## src/rtl/voice_scheduler_pkg.sv

```systemverilog
// Shared defaults and helpers for the voice scheduler and its per-voice counters.
package voice_scheduler_pkg;

    localparam int unsigned NUM_VOICES_DEF = 3;
    localparam int unsigned NOTE_W_DEF     = 6;
    localparam int unsigned DUR_W_DEF      = 6;

    // Ceiling log2 with a floor of 1, so single-entry vectors still get one bit.
    function automatic int unsigned clog2_u(input int unsigned value);
        int unsigned r;
        r = 0;
        for (int i = 0; i < 32; i++) begin
            if ((64'(1) << i) < 64'(value)) begin
                r = 32'(i) + 32'd1;
            end
        end
        if (r == 0) begin
            r = 1;
        end
        return r;
    endfunction

endpackage

```

## src/rtl/voice_slot_counter.sv

```systemverilog
// Per-voice remaining-duration down-counter.
// Ports: clk/reset (async, active-high); clear frees the voice; load sets
// load_val; dec subtracts one beat; count is the registered remaining value;
// busy is high while count is nonzero.
// Priority: clear > load > dec. A zero count never wraps.
module voice_slot_counter
    import voice_scheduler_pkg::*;
#(
    parameter int unsigned DUR_W = DUR_W_DEF
) (
    input  logic             clk,
    input  logic             reset,
    input  logic             clear,
    input  logic             load,
    input  logic [DUR_W-1:0] load_val,
    input  logic             dec,
    output logic [DUR_W-1:0] count,
    output logic             busy
);

    logic [DUR_W-1:0] count_q;
    logic [DUR_W-1:0] count_d;

    // Next-count selection.
    always_comb begin
        count_d = count_q;
        if (clear) begin
            count_d = '0;
        end else if (load) begin
            count_d = load_val;
        end else if (dec && (count_q != '0)) begin
            count_d = count_q - DUR_W'(1);
        end
    end

    always_ff @(posedge clk or posedge reset) begin
        if (reset) begin
            count_q <= '0;
        end else begin
            count_q <= count_d;
        end
    end

    assign count = count_q;
    assign busy  = (count_q != '0);

endmodule

```

## src/rtl/voice_scheduler.sv

```systemverilog
// Allocates note requests to a pool of voices and tracks each voice's duration.
// Ports: clk/reset (async, active-high); play_enable runs/freezes the pool;
// beat is the 1/48 s tick; flush frees every voice; req_valid/req_note/
// req_duration with req_ready form the request handshake; voice_load is a
// one-cycle one-hot strobe with voice_note for the loaded voice; voice_busy,
// active_count and all_idle report pool occupancy.
module voice_scheduler
    import voice_scheduler_pkg::*;
#(
    parameter  int unsigned NUM_VOICES = NUM_VOICES_DEF,
    parameter  int unsigned NOTE_W     = NOTE_W_DEF,
    parameter  int unsigned DUR_W      = DUR_W_DEF,
    parameter  int unsigned STEAL      = 0,
    localparam int unsigned CNT_W      = clog2_u(NUM_VOICES + 1)
) (
    input  logic                  clk,
    input  logic                  reset,
    input  logic                  play_enable,
    input  logic                  beat,
    input  logic                  flush,
    input  logic                  req_valid,
    input  logic [NOTE_W-1:0]     req_note,
    input  logic [DUR_W-1:0]      req_duration,
    output logic                  req_ready,
    output logic [NUM_VOICES-1:0] voice_load,
    output logic [NOTE_W-1:0]     voice_note,
    output logic [NUM_VOICES-1:0] voice_busy,
    output logic [CNT_W-1:0]      active_count,
    output logic                  all_idle
);

    localparam int unsigned VIDX_W = clog2_u(NUM_VOICES);

    logic [DUR_W-1:0]      count_arr [NUM_VOICES];
    logic [NUM_VOICES-1:0] busy_vec;
    logic [NUM_VOICES-1:0] load_vec;

    logic [VIDX_W-1:0]     free_idx;
    logic [VIDX_W-1:0]     min_idx;
    logic [VIDX_W-1:0]     victim;
    logic [DUR_W-1:0]      min_val;
    logic                  any_free;
    logic                  accept;
    logic                  do_load;
    logic                  dec_all;
    logic [CNT_W-1:0]      active_c;

    logic [NUM_VOICES-1:0] voice_load_q;
    logic [NUM_VOICES-1:0] voice_load_d;
    logic [NOTE_W-1:0]     voice_note_q;
    logic [NOTE_W-1:0]     voice_note_d;

    // Victim choice: lowest free voice, else (stealing) smallest remaining, lowest index on ties.
    always_comb begin
        any_free = ~(&busy_vec);
        free_idx = '0;
        for (int i = int'(NUM_VOICES) - 1; i >= 0; i--) begin
            if (!busy_vec[i]) begin
                free_idx = VIDX_W'(i);
            end
        end
        min_idx = '0;
        min_val = count_arr[0];
        for (int i = 1; i < int'(NUM_VOICES); i++) begin
            if (count_arr[i] < min_val) begin
                min_val = count_arr[i];
                min_idx = VIDX_W'(i);
            end
        end
        victim = any_free ? free_idx : min_idx;
    end

    // Handshake; selection only looks at registered counts, so a voice freed by
    // this cycle's beat becomes eligible next cycle.
    always_comb begin
        req_ready = !reset && play_enable && !flush && (any_free || (STEAL != 0));
        accept    = req_valid && req_ready;
        do_load   = accept && (req_duration != '0);
        dec_all   = beat && play_enable && !flush;
    end

    // Load strobe and held note for the downstream frequency registers.
    always_comb begin
        voice_load_d = '0;
        voice_note_d = voice_note_q;
        if (do_load) begin
            voice_load_d = NUM_VOICES'(1) << victim;
            voice_note_d = req_note;
        end
    end

    always_ff @(posedge clk or posedge reset) begin
        if (reset) begin
            voice_load_q <= '0;
            voice_note_q <= '0;
        end else begin
            voice_load_q <= voice_load_d;
            voice_note_q <= voice_note_d;
        end
    end

    for (genvar g = 0; g < int'(NUM_VOICES); g++) begin : g_slot
        assign load_vec[g] = do_load && (victim == VIDX_W'(g));

        voice_slot_counter #(
            .DUR_W(DUR_W)
        ) u_cnt (
            .clk     (clk),
            .reset   (reset),
            .clear   (flush),
            .load    (load_vec[g]),
            .load_val(req_duration),
            .dec     (dec_all),
            .count   (count_arr[g]),
            .busy    (busy_vec[g])
        );
    end

    // Occupancy count.
    always_comb begin
        active_c = '0;
        for (int i = 0; i < int'(NUM_VOICES); i++) begin
            active_c = active_c + CNT_W'(busy_vec[i]);
        end
    end

    assign voice_load   = voice_load_q;
    assign voice_note   = voice_note_q;
    assign voice_busy   = busy_vec;
    assign active_count = active_c;
    assign all_idle     = (active_c == '0) && !(|voice_load_q);

endmodule

```

## config.mk

```make
export PLATFORM = sky130hd
export DESIGN_NAME = voice_scheduler
export DESIGN_NICKNAME = d
export VERILOG_FILES = /design/src/rtl/voice_scheduler_pkg.sv /design/src/rtl/voice_slot_counter.sv /design/src/rtl/voice_scheduler.sv
export SDC_FILE = /design/constraint.sdc
export NUM_CORES = 1
export LEC_CHECK = 0
export ABC_CLOCK_PERIOD_IN_PS = 3300
export BUFFER_PORTS_ARGS = -buffer_cell sky130_fd_sc_hd__clkbuf_2
export CORE_ASPECT_RATIO = 0.7
export CORE_MARGIN = 2
export CORE_UTILIZATION = 45
export CTS_BUF_LIST = sky130_fd_sc_hd__clkbuf_16
export DETAILED_ROUTE_END_ITERATION = 8
export PLACE_DENSITY = 0.67
export SETUP_SLACK_MARGIN = 0.02
export SYNTH_ARGS = -nofsm -noshare
export SYNTH_HDL_FRONTEND = slang
export SYNTH_SLANG_ARGS = --single-unit
```

## constraint.sdc

```tcl
create_clock -name clk -period 3.3 [get_ports clk]
set_input_delay 0.33 -clock clk [delete_from_list [all_inputs] [get_ports clk]]
set_output_delay 0.33 -clock clk [all_outputs]
set_load 0.005 [all_outputs]
```

==> results of run 1 <==
logic make-up after synthesis:
logic type,count (synthesis)
buffers and inverters,23
adders and majority gates,14
xor gates and xnor gates,11
and+or+nand+nor,76
DFF,27
AOI/OAI and AO/OA,39
muxes,12
cell type report:
type,count,area share
Multi-Input combinational cell,152,0.497
Sequential cell,27,0.317
Timing Repair Buffer,37,0.0916
Clock buffer,3,0.0352
Tap cell,52,0.0305
Inverter,14,0.0247
Clock inverter,1,0.00352
metal layers:
layer  GRT usage  share of wire  up-vias
li1            -              -      779
met1       0.360           0.50      744
met2       0.293           0.42       57
met3      0.0436          0.081        2
met4      0.0557         0.0030        0
met5           0              0        -
registers in the layout, summed over array words and instances, names as in the netlist:
name and flops:
g_slot.u_cnt.count 18, voice_note 6, voice_load 3
cells in the final DEF (no fill, tap or decap), types with 7 or more instances in the layout:
master	count
ha_1	13
nor3_1	7
a21oi_1	23
dfrtp_1	27
nor2_1	18
xnor2_1	8
clkbuf_2	33
inv_1	13
nand2_1	21
critical path, stage by stage (launching register included):
cell and delay [ps]:
dfrtp_1 460, or3_4 440, nor3b_4 270, inv_2 160
fa_1 430, or4_1 520, nor2_1 110, clkbuf_2 120
power groups by stage:
stage / combinational (mW) / clock (mW) / sequential [mW]
final: 1.44 / 0.283 / 0.543
after global routing: 1.59 / 0.302 / 0.559
after CTS: 1.38 / 0.288 / 0.540
after detailed placement: 1.37 / 0 / 0.545
after global placement: 1.38 / 0 / 0.543
after floorplan: 1.02 / 0 / 0.518
cell usage after synthesis (4+ instances only):
cell,n
nand2_1,21
mux2_2,6
xnor2_1,8
nand3_1,5
nor2_1,18
inv_1,13
ha_1,13
dfrtp_1,27
a21oi_1,23
mux2i_1,6
clkbuf_1,4
nor3_1,7
metrics by stage:
stage | setup slack (ps) | hold slack, ps | instances | cell area (um2) | utilization
after floorplan | 645 | 383 | 202 | 1850 | -
after global placement | 349 | 488 | 280 | 2030 | 0.518
after detailed placement | 347 | 498 | 280 | 2030 | 0.518
after CTS | 56.1 | 294 | 284 | 2120 | 0.539
after global routing | 102 | 301 | 286 | 2130 | 0.543
final | 201 | 294 | 286 | 2130 | 0.543
path summary, 6_finish.rpt:
check	depth (start not counted)	end	start
setup / recovery	7	all_idle	g_slot[1].u_cnt.count[2]
hold / removal	2	voice_note[4]	req_note[4]
setup reg to reg	13	g_slot[0].u_cnt.count[0]	g_slot[0].u_cnt.count[3]
hold reg to reg	1	voice_note[2]	voice_note[2]
max in group asynchronous	2	g_slot[1].u_cnt.count[5]	reset
min in group asynchronous	2	voice_note[5]	reset
repair_timing:
item,in CTS,in global routing
endpoints found under the hold margin,0,0
buffers inserted,0,2
setup endpoints to repair,0,1
==> impl_metrics.tcl, run 1 <==
set metrics [dict create \
    status "completed" \
    clock-sinks 27 \
    ant_nets 0 \
    grtUsageTotal 0.220 \
    drc 0 \
    synth_nets 234 \
    diodes 0 \
    pwr-share-clk 0.125 \
    synth_adder_area_share 0.0988 \
    fin_worst_skew_ps 3.28 \
    cap_violations 0 \
    cts_root_buf "clkbuf_16" \
    synthArstFlopShare 1.00 \
    multiInputGateArea_um2 1060 \
    fin_nets 267 \
    vias_per_cell 5.53 \
    drtPass1Iterations 4 \
    rows 19 \
    start_kind "flip-flop" \
    p_leak_nw 0.954 \
    synthMuxAreaShare 0.0691 \
    slew_headroom 0.307 \
    vdd_drop_max_mv 0.443 \
    p_total_mw 2.26 \
    die_area_um2 4640 \
    rrSetupSlack_ps 430 \
    cts.path.max_buffers 2 \
    final.setup.tns_ps 0 \
    fp.dieW_um 80.6 \
    switching_share 0.446 \
    max_freq_mhz 323 \
    synth_top_family_by_area "simple AND/OR/NAND/NOR gates" \
    mappedNetlistArea_um2 1850 \
    portBuffers 33 \
    slew_violations 0 \
    finalCritPeriodShare 0.939 \
    synth_area_per_cell_um2 9.15 \
    p_int_mw 1.25 \
    die_h_um 57.6 \
    crit_required_ps 2970 \
    via_count 1582 \
    synthCells 202 \
    dp_hpwl_mm 3.57 \
    start_util 0.471 \
    grt_max_degree 28 \
    crit_fanout 9 \
    ys_seq_elements 27 \
    rsz0062_at_grt "false" \
    synth_area_leader_cell "dfrtp_1" \
    finalHoldViolations 0 \
    drive_above_1_share 0.239 \
    clk_pin_slew_ps 70 \
    overflow 0 \
    synthTopCellsByArea "dfrtp_1 (37%), ha_1 (8.8%), a21oi_1 (6.2%)" \
    final-setup-viol-count 0 \
    p_seq_frac 0.240 \
    io_pins 34 \
    cts_hold_buf 0 \
    switchingPower_mw 1.01 \
    synth_xor_xnor_area_share 0.0521 \
    synth.distinct_cells 45 \
    worst-setup-path-type "reg2out" \
    grt_pass1_wl_mm 7.68 \
    initialDrtViolationCount 136 \
    hold_class "in2reg" \
    wirelength_mm 4.59 \
    seq_area_frac_synth 0.366 \
    synthFlopType "dfrtp_1" \
    antenna_found_initial 0 \
    synthSimpleGateAreaFrac 0.220 \
    place_congestion 0.997 \
    wl_per_cell_um 16.1 \
    cts_buffers 3 \
    synth_compound_area_frac 0.133 \
    cts_tree "built" \
    synth_enable_flop_cells 0 \
    cts_max_level 1 \
    seq_area_um2 676 \
    clkLatencyLatePin_ps 260 \
    cellPowerDensity_nw_per_um2 1060 \
    combPwrFrac 0.635 \
    cts.repair.resized 0 \
    core_area_um2 3920 \
    grt_pass1_vias 1485 \
    tightestPinTransition_ps 1040 \
    critPathCaptureType "output port" \
    synth_top_area_frac 0.366 \
    min_period_ps 3100 \
    yosysWarnings 0 \
    arrival_ps 2770 \
    syn2layout_area_growth_pct 15.3 \
    fillers 366 \
]
(Power assumes the default switching activity.)
==> inputs of run 2 (changes only) <==
Settings changed: CORE_ASPECT_RATIO 0.7 to unset.
==> run 2 against run 1 <==
Effect of this change: critical endpoint unchanged; cell count fell by 0.35%; wire length fell by 0.70%; clock skew fell by 1.3 ps; sequential power fell by 2%; clock power barely moved.
==> impl_metrics.tcl, run 2 (synthesis gave the netlist of run 1 again) <==
set metrics [dict create \
    status "completed" \
    wirelength_mm 4.56 \
    p_leak_nw 0.960 \
    cts_root_buf "clkbuf_16" \
    slowest_delay_ps 520 \
    clock-sinks 27 \
    cts_max_level 1 \
    rsz0062_at_grt "false" \
    cts.repair.resized 0 \
    initialDrtViolationCount 123 \
    r2r-start "g_slot[1].u_cnt.count[3]" \
    cap_violations 0 \
    vias_per_cell 5.49 \
    start_util 0.465 \
    start_kind "flip-flop" \
    wl_per_cell_um 16.0 \
    cts_tree "built" \
    crit_fanout 9 \
    diodes 0 \
    vdd_drop_max_mv 0.462 \
    final_cell_count_no_fill 285 \
    max_freq_mhz 319 \
    cp.depth 7 \
    arrival_ps 2810 \
    finalCritPeriodShare 0.951 \
    rrSetupSlack_ps 460 \
    portBuffers 33 \
    fp.dieW_um 68.1 \
    slew_headroom 0.296 \
    clk_pin_slew_ps 70 \
    hold_class "in2reg" \
    grt_pass1_wl_mm 7.09 \
    dp_hpwl_mm 3.54 \
    finalHoldViolations 0 \
    grt_pass1_vias 1407 \
    cp.buffers_inverters 2 \
    critPathCaptureType "output port" \
    worst-setup-path-type "reg2out" \
    crit_family "simple AND/OR/NAND/NOR gates" \
    ant_nets 0 \
    r2r_cells 11 \
    cts_hold_buf 0 \
    crit_required_ps 2970 \
    drtPass1Iterations 4 \
    antenna_found_initial 0 \
    min_period_ps 3140 \
    tightestPinTransition_ps 1050 \
    overflow 0 \
    clkLatencyLatePin_ps 260 \
    critical_path.startpoint "g_slot[1].u_cnt.count[2]" \
    place_inst 280 \
    layout_setup_ws_ps 162 \
    die_area_um2 4640 \
    cellPowerDensity_nw_per_um2 1050 \
    rows 23 \
    via_count 1565 \
    post-place-ws_ps 373 \
    crit_slowest_cell "or4_1" \
    final-setup-viol-count 0 \
    p_total_mw 2.24 \
    core_area_um2 3970 \
    setup.worst_path.end "all_idle" \
    final.setup.tns_ps 0 \
    final_common_cell "clkbuf_2" \
    place_congestion 0.941 \
    cts.path.max_buffers 2 \
    drc 0 \
    r2r_end "g_slot[0].u_cnt.count[0]" \
    cts_buffers 3 \
    fin_area_um2 2140 \
    fin_nets 268 \
    largest_reg_flops 18 \
    io_pins 34 \
    die_h_um 68.1 \
    syn2layout_area_growth_pct 15.6 \
    placed_cell_area_um2 2050 \
    grtUsageTotal 0.209 \
    worstPathCellList "or3_4 > nor3b_4 > inv_2 > fa_1 > or4_1 > nor2_1 > clkbuf_2" \
    fin_util 0.538 \
    slew_violations 0 \
    grt_max_degree 28 \
    cts_setup_buffers 0 \
    final_cell_mix "clkbuf_2 (33), dfrtp_1 (27), a21oi_1 (23)" \
    fin_worst_skew_ps 2.00 \
    drive_above_1_share 0.243 \
    hold_slack_ps 295 \
]
-- run 2: cell count changes in the layout (fill, tap and decap cells not counted), sizes merged --
cell / delta
buf: +1
-- run 2: how the worst min path moves through the flow --
stage	start	end	slack (ps)	cells past startpoint
finish	req_note[3]	voice_note[3]	300	2
global route	req_note[2]	voice_note[2]	290	2
CTS	req_note[0]	voice_note[0]	290	2
detailed placement	voice_note[3]	voice_note[3]	490	1
global placement	voice_note[2]	voice_note[2]	490	1
floorplan	reset	g_slot[0].u_cnt.count[0]	380	1
-- run 2: report_power, final --
| group | switching [mW] | total (mW) | internal, mW |
|---|---|---|---|
| logic | 0.767 | 1.43 | 0.658 |
| registers | 0.104 | 0.533 | 0.429 |
| clock network | 0.119 | 0.284 | 0.165 |
-- run 2: cell type report --
| cell class | count | area (um2) |
|---|---|---|
| clock buffer | 3 | 75.1 |
| clock inverter | 1 | 7.51 |
| fill | 361 | 1840 |
| inverter | 14 | 52.6 |
| multi-input combinational | 152 | 1060 |
| sequential | 27 | 676 |
| tap | 50 | 62.6 |
| timing repair buffer | 38 | 203 |
-- run 2: per-layer routing --
metal / track usage / vias up / share of wire
li1: - / 781 / -
met2: 0.312 / 35 / 0.45
met5: 0 / - / 0
met4: 0.0600 / 0 / 0.017
met1: 0.313 / 741 / 0.49
met3: 0.0313 / 8 / 0.046
==> inputs of run 3 (changes only) <==
Settings changed: CORE_UTILIZATION 45 to 55, CTS_BUF_LIST sky130_fd_sc_hd__clkbuf_16 to unset, PLACE_DENSITY 0.67 to 0.79, REMOVE_ABC_BUFFERS set to 1.
==> run 3 against run 2 <==
Effect of this change: sequential power increased by 1%; first-iteration DRC count decreased by 38%; highest routed layer unchanged; register-to-register slack got worse by 40 ps; global-route usage increased by 4.9 points; sequential cell count unchanged; clock power decreased by 46%; hold slack got worse by 90 ps; clock skew increased by 7.7 ps.
==> impl_metrics.tcl, run 3 (synthesis gave the netlist of run 1 again) <==
set metrics [dict create \
    die_h_um 62.0 \
    grt_pass1_vias 1449 \
    critPathCaptureType "output port" \
    finalHoldViolations 0 \
    wirelength_mm 4.46 \
    hold_class "in2reg" \
    drc 0 \
    crit_required_ps 2970 \
    cts_max_level 1 \
    syn2layout_area_growth_pct 12.3 \
    r2r_cells 12 \
    slew_headroom 0.307 \
    antenna_found_initial 0 \
    r2r-start "g_slot[0].u_cnt.count[5]" \
    largest_reg_flops 18 \
    final_common_cell "clkbuf_2" \
    via_count 1605 \
    diodes 0 \
    cts_tree "built" \
    portBuffers 33 \
    rrSetupSlack_ps 420 \
    overflow 0 \
    critical_path.startpoint "g_slot[1].u_cnt.count[2]" \
    dp_hpwl_mm 3.38 \
    clk_pin_slew_ps 160 \
    r2r_end "g_slot[0].u_cnt.count[0]" \
    final-setup-viol-count 0 \
    cp.buffers_inverters 2 \
    final.setup.tns_ps 0 \
    fin_area_um2 2070 \
    cts_buffers 3 \
    start_util 0.563 \
    grt_pass1_wl_mm 7.20 \
    hold_end "voice_note[1]" \
    grt_max_degree 28 \
    drive_above_1_share 0.244 \
    grtUsageTotal 0.258 \
    slowest_delay_ps 520 \
    wl_per_cell_um 15.9 \
    start_kind "flip-flop" \
    fin_util 0.632 \
    status "completed" \
    p_total_mw 2.08 \
    crit_fanout 9 \
    cts_root_buf "clkbuf_4" \
    placed_cell_area_um2 2030 \
    post-place-ws_ps 260 \
    initialDrtViolationCount 76 \
    arrival_ps 2750 \
    final_cell_count_no_fill 280 \
    io_pins 34 \
    cts_hold_buf 0 \
    drtPass1Iterations 4 \
    clkLatencyLatePin_ps 340 \
    place_congestion 0.895 \
    whs_path_depth 2 \
    fillers 289 \
    crit_family "simple AND/OR/NAND/NOR gates" \
    fin_worst_skew_ps 9.75 \
    place_inst 275 \
    layout_setup_ws_ps 225 \
    rsz0062_at_grt "false" \
    fp.dieW_um 62.0 \
    slew_violations 0 \
    cap_violations 0 \
    rows 21 \
    hp-start "req_note[1]" \
    crit_slowest_cell "or4_1" \
    p_leak_nw 0.934 \
    max_freq_mhz 325 \
    vias_per_cell 5.73 \
    die_area_um2 3840 \
    core_area_um2 3280 \
    ant_nets 0 \
    min_period_ps 3080 \
    tightestPinTransition_ps 1040 \
    finalCritPeriodShare 0.932 \
    vdd_drop_max_mv 0.758 \
    hold_slack_ps 205 \
    worst-setup-path-type "reg2out" \
    fin_nets 267 \
    final_cell_mix "clkbuf_2 (33), dfrtp_1 (27), a21oi_1 (23)" \
    cellPowerDensity_nw_per_um2 1000 \
    cts.path.max_buffers 2 \
    worstPathCellList "or3_4 > nor3b_4 > inv_2 > fa_1 > or4_1 > nor2_1 > clkbuf_2" \
    clock-sinks 27 \
]
## run 3: cell count changes in the layout (fill, tap and decap cells not counted), sizes merged
cell and change:
buf -1
## run 3: layout make-up
type	instances	area [um2]	area share
Multi-Input combinational cell	152	1060	0.513
Sequential cell	27	676	0.326
Timing Repair Buffer	37	195	0.0941
Tap cell	46	57.6	0.0277
Inverter	14	52.6	0.0253
Clock buffer	3	22.5	0.0109
Clock inverter	1	7.51	0.00362
## run 3: worst max path at each step
stage               depth (start not counted)  slack, ps                  endpoint
floorplan                                   6        640                  all_idle
global placement                           10        350  g_slot[0].u_cnt.count[0]
CTS                                         7         30                  all_idle
global route                               12         70  g_slot[0].u_cnt.count[0]
detailed placement                         11        260  g_slot[0].u_cnt.count[0]
finish                                      7        220                  all_idle
## run 3: repair_timing
item	in CTS	in global routing
endpoints found under the setup margin	1	2
pin swaps	1	1
gates resized for setup	0	1
setup buffers	0	1
## run 3: power by group
| group | internal, mW | switching [mW] | leakage (nW) |
|---|---|---|---|
| clock | 0.0466 | 0.107 | 0.0139 |
| sequential | 0.428 | 0.112 | 0.359 |
| combinational | 0.634 | 0.754 | 0.561 |
| total | 1.11 | 0.973 | 0.934 |
## run 3: per-layer routing
layer  up-vias  global-route usage  share of wire
met5         -                   0              0
met4         0              0.0851          0.016
met3         6              0.0311          0.084
met2        76               0.387           0.47
met1       744               0.388           0.43
li1        779                   -              -
